## config.mk

```make
export PLATFORM = sky130hd
export DESIGN_NAME = datagram_link_rx_flat
export DESIGN_NICKNAME = d
export VERILOG_FILES = /design/src/rtl/datagram_link_rx_pkg.sv /design/src/rtl/datagram_link_rx_if.sv /design/src/rtl/sync_2ff.sv /design/src/rtl/datagram_link_rx.sv /design/src/flat_wrapper.sv
export SDC_FILE = /design/constraint.sdc
export NUM_CORES = 1
export LEC_CHECK = 0
export ABC_AREA = 1
export ABC_CLOCK_PERIOD_IN_PS = 2600
export CORE_MARGIN = 3
export CORE_UTILIZATION = 35
export DETAILED_ROUTE_END_ITERATION = 12
export SYNTH_ARGS = -nofsm -noshare
export SYNTH_HDL_FRONTEND = slang
export SYNTH_SLANG_ARGS = --single-unit
```

## constraint.sdc

```tcl
create_clock -name clk -period 2.6 [get_ports clk]
set_clock_uncertainty 0.1 [all_clocks]
set_input_delay 0.26 -clock clk [delete_from_list [all_inputs] [get_ports clk]]
set_output_delay 0.26 -clock clk [all_outputs]
set_load 0.01 [all_outputs]
```

## src/rtl/datagram_link_rx_pkg.sv

```systemverilog
// Shared constants and types for the display-board datagram link receiver.
package datagram_link_rx_pkg;

    localparam int MESSAGE_SIZE      = 16;
    localparam int LINK_CLKS_PER_BIT = 100;
    localparam int LINK_TIMEOUT      = 2_000_000;

    typedef enum logic [2:0] {
        RX_IDLE,
        RX_START,
        RX_DATA,
        RX_PARITY,
        RX_STOP,
        RX_BREAK
    } rx_state_t;

endpackage

```

## src/rtl/datagram_link_rx_if.sv

```systemverilog
// Serial-in / datagram-out bundle between the link receiver and its surroundings.
interface datagram_link_rx_if #(
    parameter int MSG_W = datagram_link_rx_pkg::MESSAGE_SIZE
);
    logic             rx_serial;
    logic             vsync;
    logic [MSG_W-1:0] datagram;
    logic             frame_ok;
    logic             parity_err;
    logic             framing_err;
    logic             link_alive;

    modport master (
        output rx_serial, vsync,
        input  datagram, frame_ok, parity_err, framing_err, link_alive
    );

    modport slave (
        input  rx_serial, vsync,
        output datagram, frame_ok, parity_err, framing_err, link_alive
    );
endinterface

```

## src/rtl/sync_2ff.sv

```systemverilog
// Two-flop synchronizer for a single asynchronous bit, with selectable reset level.
module sync_2ff #(
    parameter logic RST_VAL = 1'b1
) (
    input  logic clk,
    input  logic rst,
    input  logic d_i,
    output logic q_o
);
    logic meta_q;
    logic sync_q;

    always_ff @(posedge clk or negedge rst) begin
        if (!rst) begin
            meta_q <= RST_VAL;
            sync_q <= RST_VAL;
        end else begin
            meta_q <= d_i;
            sync_q <= meta_q;
        end
    end

    assign q_o = sync_q;
endmodule

```

## src/rtl/datagram_link_rx.sv

```systemverilog
// UART-style datagram receiver with even parity, break handling, vsync-aligned
// double buffering and a link-alive watchdog.
module datagram_link_rx
    import datagram_link_rx_pkg::*;
#(
    parameter int MSG_W        = MESSAGE_SIZE,
    parameter int CLKS_PER_BIT = LINK_CLKS_PER_BIT,
    parameter int VSYNC_COMMIT = 1,
    parameter int LINK_TIMEOUT_CYC = LINK_TIMEOUT
) (
    input  logic               clk,
    input  logic               rst,
    datagram_link_rx_if.slave  bus
);
    localparam int BAUD_W = $clog2(CLKS_PER_BIT);
    localparam int BIT_W  = $clog2(MSG_W + 1);
    localparam int TMO_W  = $clog2(LINK_TIMEOUT_CYC + 1);

    localparam logic [BAUD_W-1:0] BAUD_LAST = BAUD_W'(CLKS_PER_BIT - 1);
    localparam logic [BAUD_W-1:0] BAUD_HALF = BAUD_W'(CLKS_PER_BIT / 2 - 1);
    localparam logic [BIT_W-1:0]  BIT_LAST  = BIT_W'(MSG_W - 1);
    localparam logic [TMO_W-1:0]  TMO_LOAD  = TMO_W'(LINK_TIMEOUT_CYC);

    logic [1:0] async_in;
    logic [1:0] synced;
    logic       rx_s;
    logic       vs_s;

    assign async_in = {bus.vsync, bus.rx_serial};

    generate
        for (genvar gi = 0; gi < 2; gi++) begin : g_sync
            sync_2ff #(.RST_VAL(1'b1)) u_sync (
                .clk (clk),
                .rst (rst),
                .d_i (async_in[gi]),
                .q_o (synced[gi])
            );
        end
    endgenerate

    assign rx_s = synced[0];
    assign vs_s = synced[1];

    rx_state_t         state_q,  state_d;
    logic [BAUD_W-1:0] baud_q,   baud_d;
    logic [BIT_W-1:0]  bit_q,    bit_d;
    logic [MSG_W-1:0]  shift_q,  shift_d;
    logic              par_q,    par_d;
    logic              frame_good;
    logic              par_bad;
    logic              frame_bad;

    always_ff @(posedge clk or negedge rst) begin
        if (!rst) begin
            state_q <= RX_IDLE;
            baud_q  <= '0;
            bit_q   <= '0;
            shift_q <= '0;
            par_q   <= 1'b0;
        end else begin
            state_q <= state_d;
            baud_q  <= baud_d;
            bit_q   <= bit_d;
            shift_q <= shift_d;
            par_q   <= par_d;
        end
    end

    always_comb begin
        state_d    = state_q;
        baud_d     = baud_q;
        bit_d      = bit_q;
        shift_d    = shift_q;
        par_d      = par_q;
        frame_good = 1'b0;
        par_bad    = 1'b0;
        frame_bad  = 1'b0;
        case (state_q)
            RX_IDLE: begin
                if (!rx_s) begin
                    state_d = RX_START;
                    baud_d  = '0;
                end
            end
            RX_START: begin
                // Half-period recheck rejects short glitches without raising an error.
                if (baud_q == BAUD_HALF) begin
                    baud_d = '0;
                    if (!rx_s) begin
                        state_d = RX_DATA;
                        bit_d   = '0;
                    end else begin
                        state_d = RX_IDLE;
                    end
                end else begin
                    baud_d = baud_q + 1'b1;
                end
            end
            RX_DATA: begin
                if (baud_q == BAUD_LAST) begin
                    baud_d  = '0;
                    shift_d = {rx_s, shift_q[MSG_W-1:1]};
                    if (bit_q == BIT_LAST) begin
                        bit_d   = '0;
                        state_d = RX_PARITY;
                    end else begin
                        bit_d = bit_q + 1'b1;
                    end
                end else begin
                    baud_d = baud_q + 1'b1;
                end
            end
            RX_PARITY: begin
                if (baud_q == BAUD_LAST) begin
                    baud_d  = '0;
                    par_d   = rx_s;
                    state_d = RX_STOP;
                end else begin
                    baud_d = baud_q + 1'b1;
                end
            end
            RX_STOP: begin
                if (baud_q == BAUD_LAST) begin
                    baud_d = '0;
                    if (!rx_s) begin
                        frame_bad = 1'b1;
                        state_d   = RX_BREAK;
                    end else if ((^shift_q) ^ par_q) begin
                        par_bad = 1'b1;
                        state_d = RX_IDLE;
                    end else begin
                        frame_good = 1'b1;
                        state_d    = RX_IDLE;
                    end
                end else begin
                    baud_d = baud_q + 1'b1;
                end
            end
            RX_BREAK: begin
                if (rx_s) begin
                    state_d = RX_IDLE;
                end
            end
            default: state_d = RX_IDLE;
        endcase
    end

    logic             frame_ok_q;
    logic             parity_err_q;
    logic             framing_err_q;
    logic             link_alive_q;
    logic [TMO_W-1:0] tmo_q;
    logic             vs_prev_q;
    logic             vs_fall_q;
    logic [MSG_W-1:0] datagram_q;

    always_ff @(posedge clk or negedge rst) begin
        if (!rst) begin
            frame_ok_q    <= 1'b0;
            parity_err_q  <= 1'b0;
            framing_err_q <= 1'b0;
            link_alive_q  <= 1'b0;
            tmo_q         <= '0;
            vs_prev_q     <= 1'b1;
            vs_fall_q     <= 1'b0;
        end else begin
            frame_ok_q    <= frame_good;
            parity_err_q  <= par_bad;
            framing_err_q <= frame_bad;
            vs_prev_q     <= vs_s;
            vs_fall_q     <= vs_prev_q & ~vs_s;
            if (frame_good) begin
                tmo_q        <= TMO_LOAD;
                link_alive_q <= 1'b1;
            end else if (tmo_q == '0) begin
                link_alive_q <= 1'b0;
            end else begin
                tmo_q <= tmo_q - 1'b1;
            end
        end
    end

    generate
        if (VSYNC_COMMIT != 0) begin : g_vsync_commit
            logic [MSG_W-1:0] shadow_q;
            logic             pending_q;

            always_ff @(posedge clk or negedge rst) begin
                if (!rst) begin
                    shadow_q   <= '0;
                    pending_q  <= 1'b0;
                    datagram_q <= '0;
                end else if (frame_good && vs_fall_q) begin
                    // Frame lands on the commit cycle itself: show it now, skip the shadow.
                    datagram_q <= shift_q;
                    pending_q  <= 1'b0;
                end else begin
                    if (frame_good) begin
                        shadow_q  <= shift_q;
                        pending_q <= 1'b1;
                    end
                    if (vs_fall_q && pending_q) begin
                        datagram_q <= shadow_q;
                        pending_q  <= 1'b0;
                    end
                end
            end
        end else begin : g_direct_commit
            always_ff @(posedge clk or negedge rst) begin
                if (!rst) begin
                    datagram_q <= '0;
                end else if (frame_ok_q) begin
                    datagram_q <= shift_q;
                end
            end
        end
    endgenerate

    assign bus.datagram    = datagram_q;
    assign bus.frame_ok    = frame_ok_q;
    assign bus.parity_err  = parity_err_q;
    assign bus.framing_err = framing_err_q;
    assign bus.link_alive  = link_alive_q;
endmodule

```

## src/flat_wrapper.sv

```systemverilog
// flat-port wrapper written by rule: the top's interface ports become plain ports
module datagram_link_rx_flat import datagram_link_rx_pkg::*;
#(
    parameter int MSG_W        = MESSAGE_SIZE,
    parameter int CLKS_PER_BIT = LINK_CLKS_PER_BIT,
    parameter int VSYNC_COMMIT = 1,
    parameter int LINK_TIMEOUT_CYC = LINK_TIMEOUT
)
  (clk, rst, bus_rx_serial, bus_vsync, bus_datagram, bus_frame_ok, bus_parity_err, bus_framing_err, bus_link_alive);
  datagram_link_rx_if #(.MSG_W(MSG_W)) bus_i ();
  input  logic clk;
  input  logic rst;
  input wire logic [$bits(bus_i.rx_serial)-1:0] bus_rx_serial;
  input wire logic [$bits(bus_i.vsync)-1:0] bus_vsync;
  output wire logic [$bits(bus_i.datagram)-1:0] bus_datagram;
  output wire logic [$bits(bus_i.frame_ok)-1:0] bus_frame_ok;
  output wire logic [$bits(bus_i.parity_err)-1:0] bus_parity_err;
  output wire logic [$bits(bus_i.framing_err)-1:0] bus_framing_err;
  output wire logic [$bits(bus_i.link_alive)-1:0] bus_link_alive;
  assign bus_i.rx_serial = bus_rx_serial;
  assign bus_i.vsync = bus_vsync;
  assign bus_datagram = bus_i.datagram;
  assign bus_frame_ok = bus_i.frame_ok;
  assign bus_parity_err = bus_i.parity_err;
  assign bus_framing_err = bus_i.framing_err;
  assign bus_link_alive = bus_i.link_alive;
  datagram_link_rx #(.MSG_W(MSG_W), .CLKS_PER_BIT(CLKS_PER_BIT), .VSYNC_COMMIT(VSYNC_COMMIT), .LINK_TIMEOUT_CYC(LINK_TIMEOUT_CYC)) u_core (.clk(clk), .rst(rst), .bus(bus_i));
endmodule
```

# After elaboration in Yosys (flattened, before gate mapping)

Index checks and enable logic that the tools add are counted.
Widths: inputs -> output; s select.

Register bits: 96
Input port bits: 4
Logic and storage cells: 99

$add $sub $neg: 3
Eq/ne operators: 17
Multiplexer cells: 39
Bitwise operators: 4
Reduce and logical (&&, ||, !) cells: 17

Operator list:

| cell                  | number |
|---|---|
| $mux 21               | 2 |
| $mux 16               | 2 |
| $mux 3                | 8 |
| $logic_not 21->1      | 1 |
| $mux 7                | 3 |
| $pmux 7 s3            | 1 |
| $sub 21x1->21 const B | 1 |
| $mux 5                | 4 |
| $pmux 3 s6            | 1 |
| $mux 1                | 16 |
| $reduce_xor 16->1     | 1 |
| $ne 2x1->1 const B    | 6 |
| $pmux 5 s2            | 1 |
| $reduce_and 2->1      | 4 |
| $add 7x1->7 const B   | 1 |
| $eq 7x6->1 const B    | 1 |
| $eq 7x7->1 const B    | 1 |
| $reduce_and 7->1      | 1 |
| $eq 3x2->1 const B    | 2 |
| $eq 3x3->1 const B    | 2 |
| $ne 2x2->1 const B    | 3 |
| $reduce_bool 2->1     | 3 |
| $reduce_bool 3->1     | 2 |
| $add 5x1->5 const B   | 1 |
| other kinds (10)      | 12 |

# Depth between registers and ports, before layout

Gate-level depths: netlist of the first run.

Word-level depth: 9
Gate-level depth with buffers: 14

# Modules after synthesis

From an unflattened synthesis of the first run, not the netlist that was laid out.

Cells, all modules: 592
Area total of the unflattened synthesis: 4,795.8 um^2

Modules (own cells, without submodules):

| module           | instances | cells an instance | area each (um^2) | seq. area each (um^2) |
|---|---|---|---|---|
| datagram_link_rx | 1         | 588               | 4,690.7          | 2,303.5 |
| sync_2ff         | 2         | 2                 | 52.6             | 52.6 |

# Worst setup path before layout of the first run

No wires, ideal clock.

Path kind: reg-to-reg
Start point: reg u_core.tmo_q[0]
End point: reg u_core.tmo_q[18]
Setup time: 122 ps
Arrival time: 1,592 ps
Setup slack: 786 ps
Stages on the path, launching flop included: 11
Clock period less this slack: 1,814 ps
Cells stage by stage: dfrtp_1 > inv_1 > ha_1 > nand2_1 > nor3_1 > nand3_1 > nand4_1 > inv_1 > a31o_2 > nand2_1 > nand2_1

Word-level cells in the longest chain between the ends: 3

Ends and longest elaborated chain:

| element                | line                    | text |
|---|---|---|
| from (decl)            | datagram_link_rx.sv:153 | `logic [TMO_W-1:0] tmo_q;` |
| from (signal assigned) | datagram_link_rx.sv:179 | `tmo_q <= tmo_q - 1'b1;` |
| $sub 21x1->21          | datagram_link_rx.sv:179 |  |
| $mux 21                | datagram_link_rx.sv:176 | `end else if (tmo_q == '0) begin` |
| $mux 21                | datagram_link_rx.sv:173 | `if (frame_good) begin` |

Several ways; a longest one is shown, not always the timed one. The select of a mux whose other input is x is not followed.
A chain may end at the register's enable or synchronous reset.

# Final worst setup path of the first run

Start point: reg u_core.baud_q[0]
End point: reg u_core.g_vsync_commit.shadow_q[0]

Word-level cells in the longest chain between the ends: 6

Ends and longest elaborated chain:

| element                      | line                    | text |
|---|---|---|
| from (decl)                  | datagram_link_rx.sv:46  | `logic [BAUD_W-1:0] baud_q, baud_d;` |
| from (signal assigned)       | datagram_link_rx.sv:63  | `baud_q <= baud_d;` |
| $eq 7x7->1 *                 | datagram_link_rx.sv:124 | `if (baud_q == BAUD_LAST) begin` |
| $mux 1 *                     | datagram_link_rx.sv:124 |  |
| $mux 1 *                     | datagram_link_rx.sv:79  | `case (state_q)` |
| $logic_and 1x1->1            | datagram_link_rx.sv:194 | `end else if (frame_good && vs_fall_q) begin` |
| $not 1->1 (no line)          | -                       |  |
| $reduce_and 2->1 (no line) * | -                       |  |
| to (signal assigned)         | datagram_link_rx.sv:200 | `shadow_q <= shift_q;` |
| to (decl)                    | datagram_link_rx.sv:186 | `logic [MSG_W-1:0] shadow_q;` |

Mark *: on every way between the ends. The rest lies on a longest branch, timed or not.

==> results of run 1 <==
-- power groups by stage --
stage	Combinational [mW]	Sequential [mW]	Clock, mW
floorplan	0.00440	1.53	0
global placement	0.0448	1.53	0
detailed placement	0.0457	1.53	0
CTS	0.0469	1.50	1.58
global route	0.0520	1.50	1.64
finish	0.0434	1.50	1.54
-- cell usage in the layout (no fill, tap or decap), drive strengths merged, types with 2 or more instances in the layout --
master           n
o211ai           2
bufinv           3
a31o             2
clkdlybuf4s50   22
nand3           50
xor2             8
nor4             4
nand3b           2
a21oi           15
nor2            35
dfrtp           91
o22ai            3
buf              8
nand2          225
dfstp            5
nor3            19
clkbuf          10
nand4            4
inv             83
ha               5
o21ai           49
xnor2            7
-- worst paths after layout --
check	start	end	slack, ns
max	u_core.baud_q[0]	u_core.g_vsync_commit.shadow_q[0]	0.28
min	bus_rx_serial	u_core.g_sync[0].u_sync.meta_q	0.22
max reg2reg	u_core.baud_q[0]	u_core.g_vsync_commit.shadow_q[0]	0.28
min reg2reg	u_core.g_sync[0].u_sync.meta_q	u_core.g_sync[0].u_sync.q_o	0.26
max in group asynchronous	rst	u_core.g_sync[1].u_sync.meta_q	1.39
min in group asynchronous	rst	u_core.bus.link_alive	0.33
-- cell families after synthesis --
kind of cell    count (synthesis)
xor+xnor                       15
compound gates                 71
fa+ha+maj                       5
flops                          96
simple gates                  340
mux                             1
buf+inv                        93
-- critical path: cells and delay by family (launching register included) --
| kind | cells | cell delay (ns) |
|---|---|---|
| AO/OA/AOI/OAI | 1 | 0.09 |
| adder cells (fa/ha/maj) | 1 | 0.26 |
| buffers and inverters | 1 | 0.11 |
| flip-flops | 1 | 0.42 |
| AND/OR/NAND/NOR | 5 | 1.20 |
-- per-layer routing --
metal / vias to the layer above / share of wire / routed length [µm]
met4: 0 / 0.017 / 171
li1: 2024 / - / -
met2: 55 / 0.46 / 4517
met1: 1833 / 0.49 / 4878
met3: 9 / 0.032 / 321
met5: - / 0 / 0
-- state kept, by name, indices dropped and copies added (netlist names), 2 cells and up --
signal	flops
u_core.tmo_q	21
u_core.bus.datagram	16
u_core.g_vsync_commit.shadow_q	16
u_core.shift_q	16
u_core.baud_q	7
u_core.bit_q	5
u_core.state_q	3
u_core.g_sync.u_sync.meta_q	2
u_core.g_sync.u_sync.q_o	2
-- cell type report --
class	count	area share
Clock inverter	6	0.02026
Sequential cell	96	0.4240
Clock buffer	10	0.04207
Multi-Input combinational cell	432	0.3670
Timing Repair Buffer	31	0.05330
Tap cell	176	0.03877
Inverter	82	0.05463
-- per-stage QoR --
| stage | cell area (µm²) | utilization | std cells |
|---|---|---|---|
| floorplan | 4870 | - | 621 |
| global route | 5680 | 0.4239 | 833 |
| CTS | 5680 | 0.4239 | 833 |
| detailed placement | 5316 | 0.3967 | 816 |
| finish | 5680 | 0.4239 | 833 |
| global placement | 5316 | 0.3967 | 816 |
==> reports/metrics.csv, run 1 <==
stage,metric,value,unit
pwr,P_sw,604.4,µW
worst_setup_path,Critical Path Max Stage Delay,0.42,ns
timing,FMAX,431.3,MHz
yosys,"area leader, netlist",dfrtp_1,
pwr,switching share of power,0.1959,
global_route,global-route wire length before repair,17060,µm
die,row count,42,
yosys,syn_nets,630,
yosys,Synth Area in XOR/XNOR,0.02698,
clocking,Post CTS Setup Buffer Count,0,
global_route,total grt overflow,0,
global_route,M3 GR Usage,0.02906,
layout,Multi-input gate area,0.002085,mm²
layout,sequential cell area,0.002409,mm²
timing,Slew HR,0.6186,
die,die area,0.01536,mm²
worst_setup_path,R2R depth,8,
route,# DRC,0,
timing,fin worst setup slack,0.2812,ns
clocking,clock sinks,96,
timing,Tmin final,2.319,ns
timing,RSZ-0062 raised after global routing,no,
timing,worst slew pin tran,0.5701,ns
clocking,CTS Buf Count,9,
layout,antenna diode count,0,
global_route,GR Util met2,0.2234,
timing,final period utilization,0.8918,
die,die height,124.0,µm
route,vias,3921,
worst_setup_path,CP max stage cell,dfrtp_1,
global_route,initial antenna violation count,0,
yosys,Mean Syn Cell Area,7.842,µm²
yosys,Syn Std Cell Area,0.004870,mm²
yosys,number of enable flip-flop cells after synthesis,0,
route,Antenna Nets Post-Route,0,
placement,pre-CTS WS,0.3165,ns
clocking,CTS H-tree depth,3,
global_route,gr usage total,0.1389,
worst_setup_path,CP startpoint kind,register,
die,die width,124.0,µm
yosys,adder-cell area share of the yosys netlist,0.01285,
timing,fin. max-slew vios,0,
yosys,Synth Instances,621,
die,Starting Density,0.3634,
clocking,largest buffer count on any clock path,2,
pwr,LEAKAGE,2.918,nW
placement,DP HPWL,7114,µm
layout,Fill cells,1320,
yosys,Seq cells post-synth,96,
pwr,Sequential Power Share,0.488,
min_path,min-delay worst type,in2reg,
clocking,clk_lat worst skew,0.35,ns
run_status,status,completed,
worst_setup_path,CP cell instances,ha_1 -> nand3_1 -> nor3_4 -> nand3_4 -> inv_4 -> nand2_2 -> nand2_1 -> o21ai_1,
timing,Setup Viol. Count Final,0,
route,vias per cell,4.707,
route,routed wire length,9888,µm
yosys,Unique masters post-synth,33,
layout,nets@finish,661,
yosys,Simple-Gate Fraction of Synth Area,0.3076,
pwr,Int Pwr,2.481,mW
placement,GP Congestion,0.8675,
yosys,cell with the most instances after synthesis,nand2_1,
yosys,commonest cells in the netlist,"nand2_1, dfrtp_1, inv_1",
yosys,register area share after synthesis,0.4946,
route,Pre-antenna DRT Iters,6,
global_route,GRT Max-Usage Layer,met2,
clocking,"Hold-fix buffers, CTS",1,
timing,Setup TNS,0,ns
min_path,WHS Path Cells,1,
timing,Hold Fails Final Rpt,0,
clocking,post_cts resized,0,
pwr,Clock power frac,0.498,
timing,worst hold slack,0.2170,ns
pwr,power share of the combinational group,0.014,
clocking,clock-pin slew on the worst setup and hold paths,0.07,ns
pwr,power per cell area,543.2,mW/mm²
yosys,synth top area cells,"dfrtp_1, nand2_1, inv_1",
global_route,vias in the first global route,3695,
worst_setup_path,CP Class,reg2reg,
yosys,Yosys top cell area share,0.4676,
placement,IO buf count,23,
route,initial drt markers,240,
yosys,largest family of logic cells by synthesized area,simple AND/OR/NAND/NOR gates,
clocking,CTS Root Cell,clkbuf_16,
layout,area grow syn2layout,16.65,%
pwr,maximum VDD drop,302.1,µV
worst_setup_path,Worst setup EP type,register,
layout,ratio of cells with drive above 1 in the final layout,0.08980,
global_route,grt met1 use,0.1870,
yosys,Synth Warn #,0,
yosys,main flop type after synthesis,dfrtp_1,
yosys,post-synthesis async set-or-reset flop share,1.000,
worst_setup_path,WP data arrival,2.43,ns
die,I/O pin cnt,24,
die,Core Area,0.01340,mm²
route,WL/cell,11.87,µm
clocking,CTS tree,done,
yosys,complex-gate fraction of the synthesized area,0.07862,
job,Max-cap violations,0,
yosys,multiplexer share of the synthesized area,0.002055,
worst_setup_path,worst-path fanout max,32,
global_route,largest net degree at the start of global routing,42,
worst_setup_path,WP data required,2.71,ns
pwr,Pwr Total,3.086,mW
No activity file was read; power rests on OpenSTA's default activity.
==> run 2, diff against run 1 <==
--- a/config.mk
+++ b/config.mk
@@ -10,6 +10,8 @@
 export CORE_MARGIN = 3
 export CORE_UTILIZATION = 35
 export DETAILED_ROUTE_END_ITERATION = 12
+export PLACE_DENSITY = 0.51
+export SLEW_MARGIN = 15
 export SYNTH_ARGS = -nofsm -noshare
 export SYNTH_HDL_FRONTEND = slang
 export SYNTH_SLANG_ARGS = --single-unit
==> run 2 against run 1 <==
  * Register-to-register slack gained 0.12 ns
  * Sequential power about the same
  * Sequential share of layout area is 0.41 points higher
  * Via count is 0.23% lower
  * Worst setup slack better by 0.12 ns
  * Die area did not move
  * Fmax up 5.6%
  * Combinational power grew 2%
  * Critical path depth unchanged
  * First-iteration DRC count fell by 5.4%
  * Count of clock-buffer cells in the layout grew 3
  * Highest routed layer unchanged
==> reports/metrics.csv, run 2 (same netlist as run 1, synthesis figures left out) <==
stage,metric,value,unit,change
worst_setup_path,CP startpoint kind,register,,unchanged
route,initial drt markers,227,,was 240
timing,final period utilization,0.8442,,was 0.8918
die,I/O pin cnt,24,,unchanged
timing,RSZ-0062 raised after global routing,no,,unchanged
route,# DRC,0,,unchanged
layout,fin util,0.4199,,was 0.4239
global_route,initial antenna violation count,0,,unchanged
layout,max FFs per register,21,,unchanged
worst_setup_path,WP data arrival,2.30,ns,was 2.43 ns
placement,IO buf count,23,,unchanged
placement,pre-CTS WS,0.3905,ns,was 0.3165 ns
worst_setup_path,Worst setup EP type,register,,unchanged
global_route,gr usage total,0.1519,,was 0.1389
timing,Setup Viol. Count Final,0,,unchanged
clocking,post_cts resized,0,,unchanged
clocking,CTS H-tree depth,3,,unchanged
global_route,GRT Max-Usage Layer,met2,,unchanged
global_route,grt met1 use,0.2111,,was 0.1870
global_route,GR Util met2,0.2376,,was 0.2234
route,Antenna Nets Post-Route,0,,unchanged
global_route,global-route wire length before repair,18200,µm,"was 17,060 µm"
route,vias,3912,,"was 3,921"
global_route,total grt overflow,0,,unchanged
layout,most common library cell in the layout ignoring fill and taps,nand2_1,,unchanged
route,Pre-antenna DRT Iters,4,,was 6
die,die height,124.0,µm,unchanged
timing,fin worst setup slack,0.4051,ns,was 0.2812 ns
global_route,largest net degree at the start of global routing,47,,was 42
layout,antenna diode count,0,,unchanged
placement,DP HPWL,7515,µm,was 7114 µm
layout,area grow syn2layout,15.54,%,was 16.65%
timing,Hold Fails Final Rpt,0,,unchanged
clocking,CTS Buf Count,9,,unchanged
placement,GP Congestion,0.8069,,was 0.8675
die,Core Area,0.01340,mm²,unchanged
clocking,largest buffer count on any clock path,2,,unchanged
worst_setup_path,WP data required,2.71,ns,about the same
die,die width,124.0,µm,unchanged
run_status,status,completed,,unchanged
die,row count,42,,unchanged
global_route,M3 GR Usage,0.03406,,was 0.02906
clocking,clock sinks,96,,unchanged
clocking,CTS Root Cell,clkbuf_16,,unchanged
route,WL/cell,12.62,µm,was 11.87 µm
timing,worst slew pin tran,0.6045,ns,was 0.5701 ns
clocking,clock-pin slew on the worst setup and hold paths,0.06,ns,was 0.07 ns
route,routed wire length,10530,µm,was 9888 µm
timing,Slew HR,0.5955,,was 0.6186
die,die area,0.01536,mm²,unchanged
pwr,power per cell area,512.7,mW/mm²,was 543.2 mW/mm²
route,vias per cell,4.691,,was 4.707
global_route,vias in the first global route,3798,,"was 3,695"
layout,nets@finish,662,,was 661
clocking,Post CTS Setup Buffer Count,0,,unchanged
worst_setup_path,worst-path fanout max,32,,unchanged
pwr,LEAKAGE,2.893,nW,was 2.918 nW
layout,Multi-input gate area,0.002085,mm²,unchanged
timing,worst hold slack,0.2274,ns,was 0.2170 ns
min_path,min-delay worst type,in2reg,,unchanged
pwr,maximum VDD drop,358.2,µV,was 302.1 µV
clocking,CTS tree,done,,unchanged
worst_setup_path,CP Class,reg2reg,,unchanged
layout,most frequent cells in the layout,"nand2_1, dfrtp_1, inv_1",,unchanged
die,Starting Density,0.3634,,unchanged
job,Max-cap violations,0,,unchanged
timing,fin. max-slew vios,0,,unchanged
layout,Biggest register,u_core.tmo_q,,unchanged
layout,Fill cells,1378,,"was 1,320"
layout,ratio of cells with drive above 1 in the final layout,0.08663,,was 0.08980
layout,sequential cell area,0.002409,mm²,unchanged
timing,Setup TNS,0,ns,unchanged
clocking,clk_lat worst skew,0.35,ns,about the same
timing,FMAX,455.6,MHz,was 431.3 MHz
timing,Tmin final,2.195,ns,was 2.319 ns
-- run 2: cell count changes in the layout (fill, tap and decap cells not counted), sizes merged --
cell    previous run  this run
buf                8         9
inv               83        82
clkbuf            10        13
bufinv             3         1
-- run 2: layer usage --
| metal | share of wire | vias up |
|---|---|---|
| li1 | - | 2030 |
| met5 | 0 | - |
| met4 | 0.014 | 0 |
| met2 | 0.45 | 48 |
| met1 | 0.50 | 1824 |
| met3 | 0.037 | 10 |
-- run 2: critical path, stage by stage (launching register included) --
cell and delay, ns:
dfrtp_1 0.43, ha_1 0.24, nand3_1 0.25, nor3_4 0.24, nand3_4 0.14, inv_4 0.08
nand2_2 0.34, nand2_1 0.17, o21ai_1 0.08
-- run 2: path summary, 6_finish.rpt --
check	startpoint	end	slack (ns)	depth (start not counted)
min	bus_rx_serial	u_core.g_sync[0].u_sync.meta_q	0.23	1
max in group asynchronous	rst	u_core.g_sync[0].u_sync.q_o	1.28	3
min in group asynchronous	rst	u_core.bus.datagram[5]	0.38	2
max reg2reg	u_core.baud_q[0]	u_core.g_vsync_commit.shadow_q[2]	0.41	8
min reg2reg	u_core.g_sync[1].u_sync.meta_q	u_core.g_sync[1].u_sync.q_o	0.26	0
max	u_core.baud_q[0]	u_core.g_vsync_commit.shadow_q[2]	0.41	8
-- run 2: cell type report --
type	count	area share
clock buffer	13	0.04447
timing repair buffer	32	0.05515
multi-input combinational	432	0.3705
tap	176	0.03914
inverter	82	0.05515
clock inverter	3	0.007561
sequential	96	0.4281
-- run 2: per-stage QoR --
stage          cell area, µm²  instances  power [mW]
5_1_grt                  5627        834       2.999
3_3_place_gp             5324        817       1.579
4_1_cts                  5627        834       2.931
6_report                 5627        834       2.885
2_1_floorplan            4870        621       1.536
3_5_place_dp             5324        817       1.579
-- run 2: repair_timing --
item	in CTS	in global routing
hold buffers	1	0
endpoints found under the hold margin	41	0
endpoints found under the setup margin	0	0
-- run 2: power breakdown --
group,switching (mW),internal [mW],leakage [nW]
registers,0.00330,1.50,1.31
logic,0.0348,0.00958,1.44
clock network,0.564,0.772,0.140
total,0.602,2.28,2.89
==> run 3, diff against run 2 <==
--- a/config.mk
+++ b/config.mk
@@ -6,11 +6,11 @@
 export NUM_CORES = 1
 export LEC_CHECK = 0
 export ABC_AREA = 1
-export ABC_CLOCK_PERIOD_IN_PS = 2600
+export ABC_CLOCK_PERIOD_IN_PS = 1800
 export CORE_MARGIN = 3
 export CORE_UTILIZATION = 35
 export DETAILED_ROUTE_END_ITERATION = 12
-export PLACE_DENSITY = 0.51
+export PLACE_DENSITY = 0.53
 export SLEW_MARGIN = 15
 export SYNTH_ARGS = -nofsm -noshare
 export SYNTH_HDL_FRONTEND = slang
==> constraint.sdc (replaced) <==
create_clock -name clk -period 1.8 [get_ports clk]
set_clock_uncertainty 0.1 [all_clocks]
set_input_delay 0.18 -clock clk [delete_from_list [all_inputs] [get_ports clk]]
set_output_delay 0.18 -clock clk [all_outputs]
set_load 0.01 [all_outputs]
==> run 3 against run 2 <==
  * Power rose by 44%
  * Largest cell class is now multi-input gates
  * Fmax rose by 12%
  * Largest power group unchanged
  * Highest routed layer unchanged
  * Flip-flop and latch count did not move
  * The run now ends with setup timing left
  * Register-to-register slack got worse by 0.56 ns
  * Via count rose by 17%
  * Critical path depth rose by 4
==> reports/metrics.csv, run 3 (same netlist as run 1, synthesis figures left out) <==
stage,metric,value,unit,change
run_status,status,finished with violations,,was completed
run_status,violated checks,setup timing,,
placement,pre-CTS WS,-0.1001,ns,was 0.3905 ns
timing,worst slew pin tran,0.4364,ns,was 0.6045 ns
timing,Slew HR,0.7078,,was 0.5955
route,Antenna Nets Post-Route,0,,unchanged
layout,Biggest register,u_core.tmo_q,,unchanged
pwr,P_sw,892.1,µW,was 601.9 µW
min_path,min-delay worst type,in2reg,,unchanged
pwr,Clock power frac,0.459,,was 0.463
timing,fin. max-slew vios,0,,unchanged
die,die width,124.0,µm,unchanged
min_path,worst hold start,bus_rx_serial,,unchanged
route,WL/cell,13.15,µm,was 12.62 µm
worst_setup_path,Worst R2R Start,u_core.baud_q[4],,was u_core.baud_q[0]
layout,non-filler instance count after layout,966,,was 834
layout,most frequent cells in the layout,"nand2_1, buf_4, dfrtp_1",,"was nand2_1, dfrtp_1, inv_1"
timing,Tmin final,1.951,ns,was 2.195 ns
layout,ratio of cells with drive above 1 in the final layout,0.4127,,was 0.08663
timing,final period utilization,1.084,,was 0.8442
global_route,largest net degree at the start of global routing,40,,was 47
route,Pre-antenna DRT Iters,5,,was 4
die,row count,42,,unchanged
timing,Setup Viol. Count Final,46,,was 0
placement,IO buf count,23,,unchanged
timing,fin worst setup slack,-0.1514,ns,was 0.4051 ns
worst_setup_path,WP data required,1.94,ns,was 2.71 ns
route,vias per cell,4.748,,was 4.691
pwr,switching share of power,0.2147,,was 0.2087
clocking,clk_lat worst skew,0.36,ns,was 0.35 ns
die,die area,0.01536,mm²,unchanged
timing,Hold Fails Final Rpt,0,,unchanged
worst_setup_path,CP Class,reg2reg,,unchanged
global_route,gr usage total,0.1635,,was 0.1519
clocking,CTS tree,done,,unchanged
worst_setup_path,worst-path fanout max,8,,was 32
worst_setup_path,RR Endpoint,u_core.g_vsync_commit.shadow_q[1],,was u_core.g_vsync_commit.shadow_q[2]
route,routed wire length,12710,µm,"was 10,530 µm"
placement,dpl cell area,0.006155,mm²,was 0.005324 mm²
worst_setup_path,WP data arrival,2.09,ns,was 2.30 ns
clocking,clock sinks,96,,unchanged
layout,nets@finish,794,,was 662
placement,Cells after DPL,913,,was 817
layout,most common library cell in the layout ignoring fill and taps,nand2_1,,unchanged
worst_setup_path,R2R depth,12,,was 8
layout,area grow syn2layout,52.26,%,was 15.54%
route,initial drt markers,272,,was 227
min_path,WHS Path Cells,1,,unchanged
global_route,global-route wire length before repair,19830,µm,"was 18,200 µm"
die,I/O pin cnt,24,,unchanged
layout,max FFs per register,21,,unchanged
global_route,initial antenna violation count,0,,unchanged
pwr,Int Pwr,3.262,mW,was 2.283 mW
pwr,maximum VDD drop,487.0,µV,was 358.2 µV
global_route,total grt overflow,0,,unchanged
die,Starting Density,0.3634,,unchanged
timing,RSZ-0062 raised after global routing,yes,,was no
global_route,vias in the first global route,4185,,"was 3,798"
timing,FMAX,512.5,MHz,was 455.6 MHz
clocking,CTS H-tree depth,3,,unchanged
worst_setup_path,CP startpoint kind,register,,unchanged
die,die height,124.0,µm,unchanged
pwr,LEAKAGE,3.727,nW,was 2.893 nW
pwr,Sequential Power Share,0.523,,was 0.521
route,# DRC,0,,unchanged
min_path,hold worst-path end,u_core.g_sync[0].u_sync.meta_q,,unchanged
placement,DP HPWL,7972,µm,was 7515 µm
die,Core Area,0.01340,mm²,unchanged
placement,GP Congestion,0.7876,,was 0.8069
job,Max-cap violations,0,,unchanged
clocking,clock-pin slew on the worst setup and hold paths,0.06,ns,about the same
clocking,CTS Buf Count,9,,unchanged
layout,final instance area,0.007415,mm²,was 0.005627 mm²
worst_setup_path,Worst setup EP type,register,,unchanged
pwr,power share of the combinational group,0.018,,was 0.015
layout,antenna diode count,0,,unchanged
clocking,largest buffer count on any clock path,2,,unchanged
clocking,CTS Root Cell,clkbuf_16,,unchanged
pwr,power per cell area,560.3,mW/mm²,was 512.7 mW/mm²
route,vias,4587,,"was 3,912"
worst_setup_path,reg2reg setup slack,-0.15,ns,was 0.41 ns
run 3: changes by cell type in the layout (fill, tap and decap cells not counted), moves of 10 or more:
cell | previous run | this run
inv_2 | 7 | 26
nand2_1 | 222 | 167
inv_1 | 74 | 54
nand2_2 | 3 | 44
nor3_1 | 18 | 7
nor2_1 | 34 | 24
nand3_1 | 36 | 22
o21ai_2 | 0 | 14
buf_4 | 8 | 117
buf_6 | 0 | 10
nand2_4 | 0 | 13
run 3: stage by stage:
stage	utilization	hold slack [ns]	setup TNS [ns]	total power [mW]
floorplan	-	-0.2156	0	2.218
global route	0.5533	0.1284	-9.199	4.295
detailed placement	0.4593	0.05106	-3.054	2.288
global placement	0.4593	0.04725	-1.498	2.286
finish	0.5533	0.1299	-4.266	4.154
CTS	0.5028	0.1246	-0.2647	4.200
run 3: timing repair:
item | 4_1_cts | 5_1_grt
setup buffers | 17 | 19
hold endpoints to repair | 28 | 0
endpoints found under the setup margin | 63 | 79
pin swaps | 7 | 40
hold buffers | 1 | 0
gates resized for setup | 52 | 137
gates cloned | 1 | 3
run 3: layout make-up:
class / count / area (µm²)
tap: 176 / 220.2
multi-input combinational: 432 / 2661
timing repair buffer: 164 / 1519
clock inverter: 4 / 47.55
fill: 1192 / 5986
clock buffer: 12 / 236.5
sequential: 96 / 2412
inverter: 82 / 317.8
run 3: worst max path at each step:
stage / depth (start not counted) / slack [ns] / from / end
2_1_floorplan: 9 / 0.006 / u_core.tmo_q[9] / u_core.tmo_q[18]
3_3_place_gp: 10 / -0.06 / u_core.tmo_q[1] / u_core.tmo_q[16]
3_5_place_dp: 8 / -0.10 / u_core.baud_q[0] / u_core.bit_q[0]
4_1_cts: 12 / -0.02 / u_core.baud_q[4] / u_core.bus.datagram[14]
5_1_grt: 14 / -0.21 / u_core.shift_q[13] / u_core.g_vsync_commit.shadow_q[1]
6_report: 12 / -0.15 / u_core.baud_q[4] / u_core.g_vsync_commit.shadow_q[1]
run 3: worst max-delay path: stages, from the launching register on:
cell	delay, ns
dfrtp_1	0.40
inv_2	0.07
nand2_2	0.06
nor2_4	0.12
nand3_2	0.12
buf_6	0.14
nor3_4	0.17
nand3_4	0.17
inv_6	0.13
nand2_8	0.09
buf_12	0.17
nand2_2	0.05
o21ai_1	0.06
run 3: power by group through the flow:
stage	combinational, mW	sequential [mW]	clock [mW]
after floorplan	0.00635	2.21	0
after global placement	0.0725	2.21	0
after detailed placement	0.0739	2.21	0
after CTS	0.0774	2.17	1.95
after global routing	0.0869	2.17	2.03
final	0.0739	2.17	1.91
run 3: per-layer routing:
layer / track usage / part of all wire / vias up
met4: 0.05407 / 0.014 / 0
met3: 0.03270 / 0.022 / 13
li1: - / - / 2318
met5: 0 / 0 / -
met1: 0.2253 / 0.47 / 2216
met2: 0.2589 / 0.49 / 40
